File: config.mk
export PLATFORM = sky130hd
export DESIGN_NAME = load_extend_pipe
export DESIGN_NICKNAME = d
export VERILOG_FILES = /design/src/rtl/load_pkg.sv /design/src/rtl/load_extend_comb.sv /design/src/rtl/load_extend_pipe.sv
export SDC_FILE = /design/constraint.sdc
export NUM_CORES = 1
export LEC_CHECK = 0
export ABC_CLOCK_PERIOD_IN_PS = 1900
export BUFFER_PORTS_ARGS = -buffer_cell sky130_fd_sc_hd__buf_2
export CAP_MARGIN = 20
export CORE_ASPECT_RATIO = 1.25
export CORE_MARGIN = 4
export CORE_UTILIZATION = 54
export CTS_CLUSTER_SIZE = 25
export DETAILED_ROUTE_END_ITERATION = 10
export GPL_TIMING_DRIVEN = 0
export PLACE_DENSITY = 0.79
export RECOVER_POWER = 100
export SYNTH_ARGS = -nofsm -noshare
export SYNTH_HDL_FRONTEND = slang
export SYNTH_HIERARCHICAL = 1
export SYNTH_SLANG_ARGS = --single-unit
File: constraint.sdc
create_clock -name Clk -period 1.9 [get_ports Clk]
set_input_delay 0.38 -clock Clk [delete_from_list [all_inputs] [get_ports Clk]]
set_output_delay 0.38 -clock Clk [all_outputs]
set_load 0.005 [all_outputs]
File: src/rtl/load_pkg.sv
// Shared load-path definitions: mode encodings and small decode helpers used by
// the load formatter and anything else that needs to size or extend load data.
package load_pkg;

  typedef enum logic [2:0] {
    LD_LB   = 3'b000,
    LD_LBU  = 3'b001,
    LD_LH   = 3'b010,
    LD_LHU  = 3'b011,
    LD_LW   = 3'b100,
    LD_LWU  = 3'b101,
    LD_LD   = 3'b110,
    LD_RSVD = 3'b111
  } ld_mode_e;

  // Access size in bytes; the reserved mode reports zero.
  function automatic logic [3:0] ld_size_bytes(input ld_mode_e mode);
    case (mode)
      LD_LB, LD_LBU: return 4'd1;
      LD_LH, LD_LHU: return 4'd2;
      LD_LW, LD_LWU: return 4'd4;
      LD_LD:         return 4'd8;
      default:       return 4'd0;
    endcase
  endfunction

  // True for the sign-extending loads; LD fills the whole word so it is neither.
  function automatic logic ld_is_signed(input ld_mode_e mode);
    return (mode == LD_LB) || (mode == LD_LH) || (mode == LD_LW);
  endfunction

endpackage

File: src/rtl/load_extend_comb.sv
// Combinational extender: takes a right-justified field and a load mode and
// produces the zero- or sign-extended result. Flagged entries yield zero.
module load_extend_comb
  import load_pkg::*;
#(
  parameter int DATA_WIDTH = 32
) (
  input  logic [DATA_WIDTH-1:0] field,
  input  logic [2:0]            mode,
  input  logic                  misaligned,
  input  logic                  illegal,
  output logic [DATA_WIDTH-1:0] data
);

  ld_mode_e mode_e;
  logic     sgn;

  assign mode_e = ld_mode_e'(mode);

  // Fill the upper bits with the sign (or zero), then overlay the selected field.
  always_comb begin
    data = '0;
    sgn  = ld_is_signed(mode_e);
    if (!(misaligned || illegal)) begin
      case (ld_size_bytes(mode_e))
        4'd1: begin
          data      = {DATA_WIDTH{sgn & field[7]}};
          data[7:0] = field[7:0];
        end
        4'd2: begin
          data       = {DATA_WIDTH{sgn & field[15]}};
          data[15:0] = field[15:0];
        end
        4'd4: begin
          // At 32 bits this is the full word and the fill is overwritten.
          data       = {DATA_WIDTH{sgn & field[31]}};
          data[31:0] = field[31:0];
        end
        4'd8:    data = field;
        default: data = '0;
      endcase
    end
  end

endmodule

File: src/rtl/load_extend_pipe.sv
// Two-stage load-data formatter for the MEM/WB boundary. Stage 1 aligns the
// addressed field and classifies the access; stage 2 extends it and holds the
// result until the consumer takes it. Valid/ready handshake on both sides.
module load_extend_pipe
  import load_pkg::*;
#(
  parameter int DATA_WIDTH = 32,
  parameter int TAG_WIDTH  = 5,
  localparam int OFF_W     = $clog2(DATA_WIDTH / 8)
) (
  input  logic                  Clk,
  input  logic                  Rst,
  input  logic                  Flush,
  input  logic                  InValid,
  output logic                  InReady,
  input  logic [DATA_WIDTH-1:0] InData,
  input  logic [OFF_W-1:0]      InOffset,
  input  logic [2:0]            InMode,
  input  logic [TAG_WIDTH-1:0]  InTag,
  output logic                  OutValid,
  input  logic                  OutReady,
  output logic [DATA_WIDTH-1:0] OutData,
  output logic [TAG_WIDTH-1:0]  OutTag,
  output logic                  OutMisaligned,
  output logic                  OutIllegal
);

  // Stage 1 state
  logic                  s1_valid;
  logic [DATA_WIDTH-1:0] s1_field;
  logic [2:0]            s1_mode;
  logic [TAG_WIDTH-1:0]  s1_tag;
  logic                  s1_misaligned;
  logic                  s1_illegal;

  // Stage 2 state (drives the outputs directly so they hold while stalled)
  logic                  s2_valid;
  logic [DATA_WIDTH-1:0] s2_data;
  logic [TAG_WIDTH-1:0]  s2_tag;
  logic                  s2_misaligned;
  logic                  s2_illegal;

  // Input-side decode
  ld_mode_e              in_mode_e;
  logic [3:0]            in_size;
  logic [OFF_W-1:0]      in_align_mask;
  logic                  in_illegal;
  logic                  in_misaligned;
  logic [DATA_WIDTH-1:0] in_field;

  logic                  s1_advance;
  logic                  s2_advance;
  logic [DATA_WIDTH-1:0] ext_data;

  assign in_mode_e     = ld_mode_e'(InMode);
  assign in_size       = ld_size_bytes(in_mode_e);
  assign in_align_mask = OFF_W'(in_size - 4'd1);
  assign in_field      = InData >> {InOffset, 3'b000};

  // Illegal wins over misaligned so at most one flag is raised.
  assign in_illegal    = (in_mode_e == LD_RSVD) ||
                         ((DATA_WIDTH == 32) && ((in_mode_e == LD_LD) || (in_mode_e == LD_LWU)));
  assign in_misaligned = !in_illegal && ((InOffset & in_align_mask) != '0);

  // Stage 2 frees up when empty or when the consumer takes the result; stage 1
  // can always move when stage 2 moves. InReady is thus combinational in OutReady.
  assign s2_advance = !s2_valid || OutReady;
  assign s1_advance = s2_advance;
  assign InReady    = !s1_valid || s1_advance;

  load_extend_comb #(
    .DATA_WIDTH(DATA_WIDTH)
  ) u_extend (
    .field     (s1_field),
    .mode      (s1_mode),
    .misaligned(s1_misaligned),
    .illegal   (s1_illegal),
    .data      (ext_data)
  );

  // Stage 1: capture the aligned field and classification on input transfer.
  always_ff @(posedge Clk) begin
    if (!Rst) begin
      s1_valid      <= 1'b0;
      s1_field      <= '0;
      s1_mode       <= 3'b000;
      s1_tag        <= '0;
      s1_misaligned <= 1'b0;
      s1_illegal    <= 1'b0;
    end else if (Flush) begin
      s1_valid <= 1'b0;
    end else if (InReady) begin
      s1_valid <= InValid;
      if (InValid) begin
        s1_field      <= in_field;
        s1_mode       <= InMode;
        s1_tag        <= InTag;
        s1_misaligned <= in_misaligned;
        s1_illegal    <= in_illegal;
      end
    end
  end

  // Stage 2: register the extended result; payload only changes on a new entry.
  always_ff @(posedge Clk) begin
    if (!Rst) begin
      s2_valid      <= 1'b0;
      s2_data       <= '0;
      s2_tag        <= '0;
      s2_misaligned <= 1'b0;
      s2_illegal    <= 1'b0;
    end else if (Flush) begin
      s2_valid <= 1'b0;
    end else if (s2_advance) begin
      s2_valid <= s1_valid;
      if (s1_valid) begin
        s2_data       <= ext_data;
        s2_tag        <= s1_tag;
        s2_misaligned <= s1_misaligned;
        s2_illegal    <= s1_illegal;
      end
    end
  end

  assign OutValid      = s2_valid;
  assign OutData       = s2_data;
  assign OutTag        = s2_tag;
  assign OutMisaligned = s2_misaligned;
  assign OutIllegal    = s2_illegal;

endmodule
==> metrics.json <==
{
  "result_of_the_run": {"value": "finished, final reports clean"},
  "cts_tree": {"value": "yes"},
  "route.detailed.drc": {"value": 0},
  "yosys_most_used_dff": {"value": "sky130_fd_sc_hd__dfxtp_1"},
  "grt_util_all_layers": {"value": 0.2629},
  "cts-buffers-inserted": {"value": 9},
  "power-per-cell-area": {"value": 751.0, "unit": "mW/mm²"},
  "clock_latency": {"value": 360, "unit": "ps"},
  "asyncSetResetFlopFracSynth": {"value": 0},
  "placeable_area": {"value": 0.007104, "unit": "mm²"},
  "fin_area": {"value": 0.004715, "unit": "mm²"},
  "worst_slack": {"value": 94.61, "unit": "ps"},
  "antenna_violations_before_repair": {"value": 0},
  "area_growth": {"value": 17.64, "unit": "%"},
  "synthesis.area_per_instance": {"value": 8.064, "unit": "µm²"},
  "finalHoldViolCount": {"value": 0},
  "worst-setup-path-type": {"value": "flip-flop to output port"},
  "worst_setup_path_end_kind": {"value": "output port"},
  "start_util": {"value": 0.5641},
  "cts.repair_timing.setup_buffer_count": {"value": 0},
  "worstSetupStartpointType": {"value": "flip-flop"},
  "dr_total_vias": {"value": 4020},
  "netlist-cell-type-count": {"value": 40},
  "maxSlewViolCount": {"value": 0},
  "synthMostInstantiatedCell": {"value": "sky130_fd_sc_hd__a21oi_1"},
  "first_global_vias": {"value": 3935},
  "cp.required": {"value": 1520, "unit": "ps"},
  "drt_first_iter_violations": {"value": 287},
  "detailed_place_hpwl": {"value": 8.717, "unit": "mm"},
  "place_congestion": {"value": 0.9408},
  "pin_count_of_the_biggest_net_entering_global_routing": {"value": 19},
  "vias_per_cell": {"value": 5.852},
  "synth.cell_area": {"value": 0.004008, "unit": "mm²"},
  "p_leak": {"value": 1.713, "unit": "nW"},
  "highest_clock_rate": {"value": 553.9, "unit": "MHz"},
  "finalSetupTns": {"value": 0, "unit": "ps"},
  "ioPinCount": {"value": 88},
  "pre_cts_slack": {"value": 25.32, "unit": "ps"},
  "globalRouteOverflowTotal": {"value": 0},
  "insertedDiodeCount": {"value": 0},
  "cp.arrival": {"value": 1430, "unit": "ps"},
  "max_slew_margin": {"value": 0.6290},
  "placed_cells": {"value": 673},
  "wirelength": {"value": 11.30, "unit": "mm"},
  "post-route-period-util": {"value": 0.9502},
  "final_util": {"value": 0.6636},
  "unrepaired_setup_endpoints_after_global_routing": {"value": "false"},
  "netlist.top_cell.by_area": {"value": "sky130_fd_sc_hd__dfxtp_1"},
  "clk_path_buf_depth": {"value": 2},
  "critical_path.max_fanout": {"value": 18},
  "core_rows": {"value": 34},
  "worst_hold_path_type": {"value": "input port to flip-flop"},
  "clock-root-buffer": {"value": "sky130_fd_sc_hd__clkbuf_8"},
  "first_pass_iters": {"value": 5},
  "post_route_cells_drive_above_1_share": {"value": 0.2194},
  "synth.cells.most_frequent": {"value": "sky130_fd_sc_hd__a21oi_1, sky130_fd_sc_hd__dfxtp_1, sky130_fd_sc_hd__o21ai_0"},
  "die_height": {"value": 104.3, "unit": "µm"},
  "worst_slew_pin_slew": {"value": 556.4, "unit": "ps"},
  "number_of_port_buffers": {"value": 86},
  "power.ir.vdd_worst": {"value": 0.4402, "unit": "mV"},
  "first_pass_grt_wire_length": {"value": 18.97, "unit": "mm"},
  "h-tree-depth": {"value": 3},
  "yosysSeqAreaShare": {"value": 0.4146},
  "report.final.setup_viol": {"value": 0},
  "numClockSinks": {"value": 83},
  "synth.net_count": {"value": 544},
  "postRouteAntennaNets": {"value": 0},
  "fillCellCount": {"value": 647},
  "synth_top_cells_by_area": {"value": "sky130_fd_sc_hd__dfxtp_1, sky130_fd_sc_hd__a21oi_1, sky130_fd_sc_hd__o21ai_0"},
  "finalCriticalPeriod": {"value": 1805, "unit": "ps"},
  "synth-edff-count": {"value": 0},
  "net_total_in_the_final_layout": {"value": 640},
  "die-area": {"value": 0.008873, "unit": "mm²"},
  "floorplan.die.width": {"value": 85.06, "unit": "µm"},
  "stdcell_count": {"value": 687},
  "synth_largest_type_area_fraction": {"value": 0.4146},
  "route.detailed.wl_per_inst": {"value": 16.45, "unit": "µm"},
  "layout_skew": {"value": 8.345, "unit": "ps"},
  "cts.reportedPaths.clkPinSlew": {"value": 90, "unit": "ps"},
  "timing.max_cap.violations": {"value": 0},
  "ys_warn_count": {"value": 6},
  "ys_ff_latch": {"value": 83},
  "synthCells": {"value": 497},
  "dpl_cell_area": {"value": 0.004551, "unit": "mm²"}
}
==> critical path: stages, from the launching register on <==
cell,delay (ps)
sky130_fd_sc_hd__dfxtp_1,380
sky130_fd_sc_hd__and3b_1,210
sky130_fd_sc_hd__buf_6,160
sky130_fd_sc_hd__clkinv_4,150
sky130_fd_sc_hd__buf_2,160
==> repair_timing <==
item | 4_1_cts | 5_1_grt
resized for setup | 4 | 1
pin swaps | 0 | 0
endpoints found under the setup margin | 1 | 7
hold buffers | 0 | 0
hold endpoints to repair | 0 | 0
==> cells by family after synthesis <==
logic type	Yosys count	synth area share
buf+inv	57	0.06806
simple gates	144	0.1880
mux	17	0.04714
flops	83	0.4146
compound gates	196	0.2822
==> final cells by class <==
type,count,area (µm²),share of cell area
clock inverter,5,63.81,0.01354
multi-input combinational,357,2062,0.4374
tap,90,112.6,0.02389
inverter,3,16.27,0.003450
buffer,53,250.2,0.05308
timing repair buffer,86,410.4,0.08705
sequential,83,1662,0.3524
clock buffer,10,137.6,0.02919
==> per-stage QoR <==
step / total power [mW] / hold WS, ps
after detailed placement: 2.286 / 453.3
after global routing: 3.689 / 263.1
after global placement: 2.277 / 454.1
after CTS: 3.557 / 256.0
after floorplan: 2.131 / 440.3
final: 3.540 / 257.2
==> per-layer routing <==
metal	wire length [µm]	vias to the layer above	GRT usage	part of all wire
li1	-	2007	-	-
met1	4712	1845	0.3299	0.42
met2	5537	135	0.4406	0.49
met3	664	33	0.03407	0.059
met4	389	0	0.1233	0.034
met5	0	-	0	0
==> cells in the final DEF (no fill, tap or decap), types with 2 or more instances in the layout <==
master,instances
sky130_fd_sc_hd__a21oi_1,90
sky130_fd_sc_hd__dfxtp_1,83
sky130_fd_sc_hd__buf_2,80
sky130_fd_sc_hd__o21ai_0,63
sky130_fd_sc_hd__nand3_1,56
sky130_fd_sc_hd__clkbuf_1,49
sky130_fd_sc_hd__nand2_1,26
sky130_fd_sc_hd__nand4_1,16
sky130_fd_sc_hd__a211oi_1,16
sky130_fd_sc_hd__mux2_2,15
sky130_fd_sc_hd__nor2_1,13
sky130_fd_sc_hd__nor2b_1,12
sky130_fd_sc_hd__clkbuf_8,10
sky130_fd_sc_hd__o32ai_1,8
sky130_fd_sc_hd__and3_1,8
sky130_fd_sc_hd__a22oi_1,7
sky130_fd_sc_hd__a21oi_2,6
sky130_fd_sc_hd__clkinv_4,4
sky130_fd_sc_hd__nand2b_1,4
sky130_fd_sc_hd__buf_1,3
sky130_fd_sc_hd__clkbuf_2,3
sky130_fd_sc_hd__buf_6,2
sky130_fd_sc_hd__mux2i_1,2
sky130_fd_sc_hd__or4b_1,2
==> final timing paths <==
path | start | to | slack, ps | cells after the start
max | s1_valid | InReady | 90 | 4
min | InValid | s1_valid | 260 | 3
max reg2reg | s1_mode[1] | OutData[23] | 150 | 7
min reg2reg | s1_tag[0] | OutTag[0] | 470 | 2
==> where the power goes <==
part	leakage, nW	internal (mW)	switching (mW)
sequential	0.673	1.78	0.0312
clock	0.0985	0.642	0.650
combinational	0.941	0.172	0.261
total	1.71	2.60	0.942
==> flip-flops by register name, indices dropped and copies added, names as in the netlist <==
name,cells
OutValid,1
s1_misaligned,1
OutMisaligned,1
s1_tag,5
s1_mode,3
s1_field,32
s1_valid,1
OutIllegal,1
s1_illegal,1
OutData,32
OutTag,5
Power figures use the tool's default switching activity.
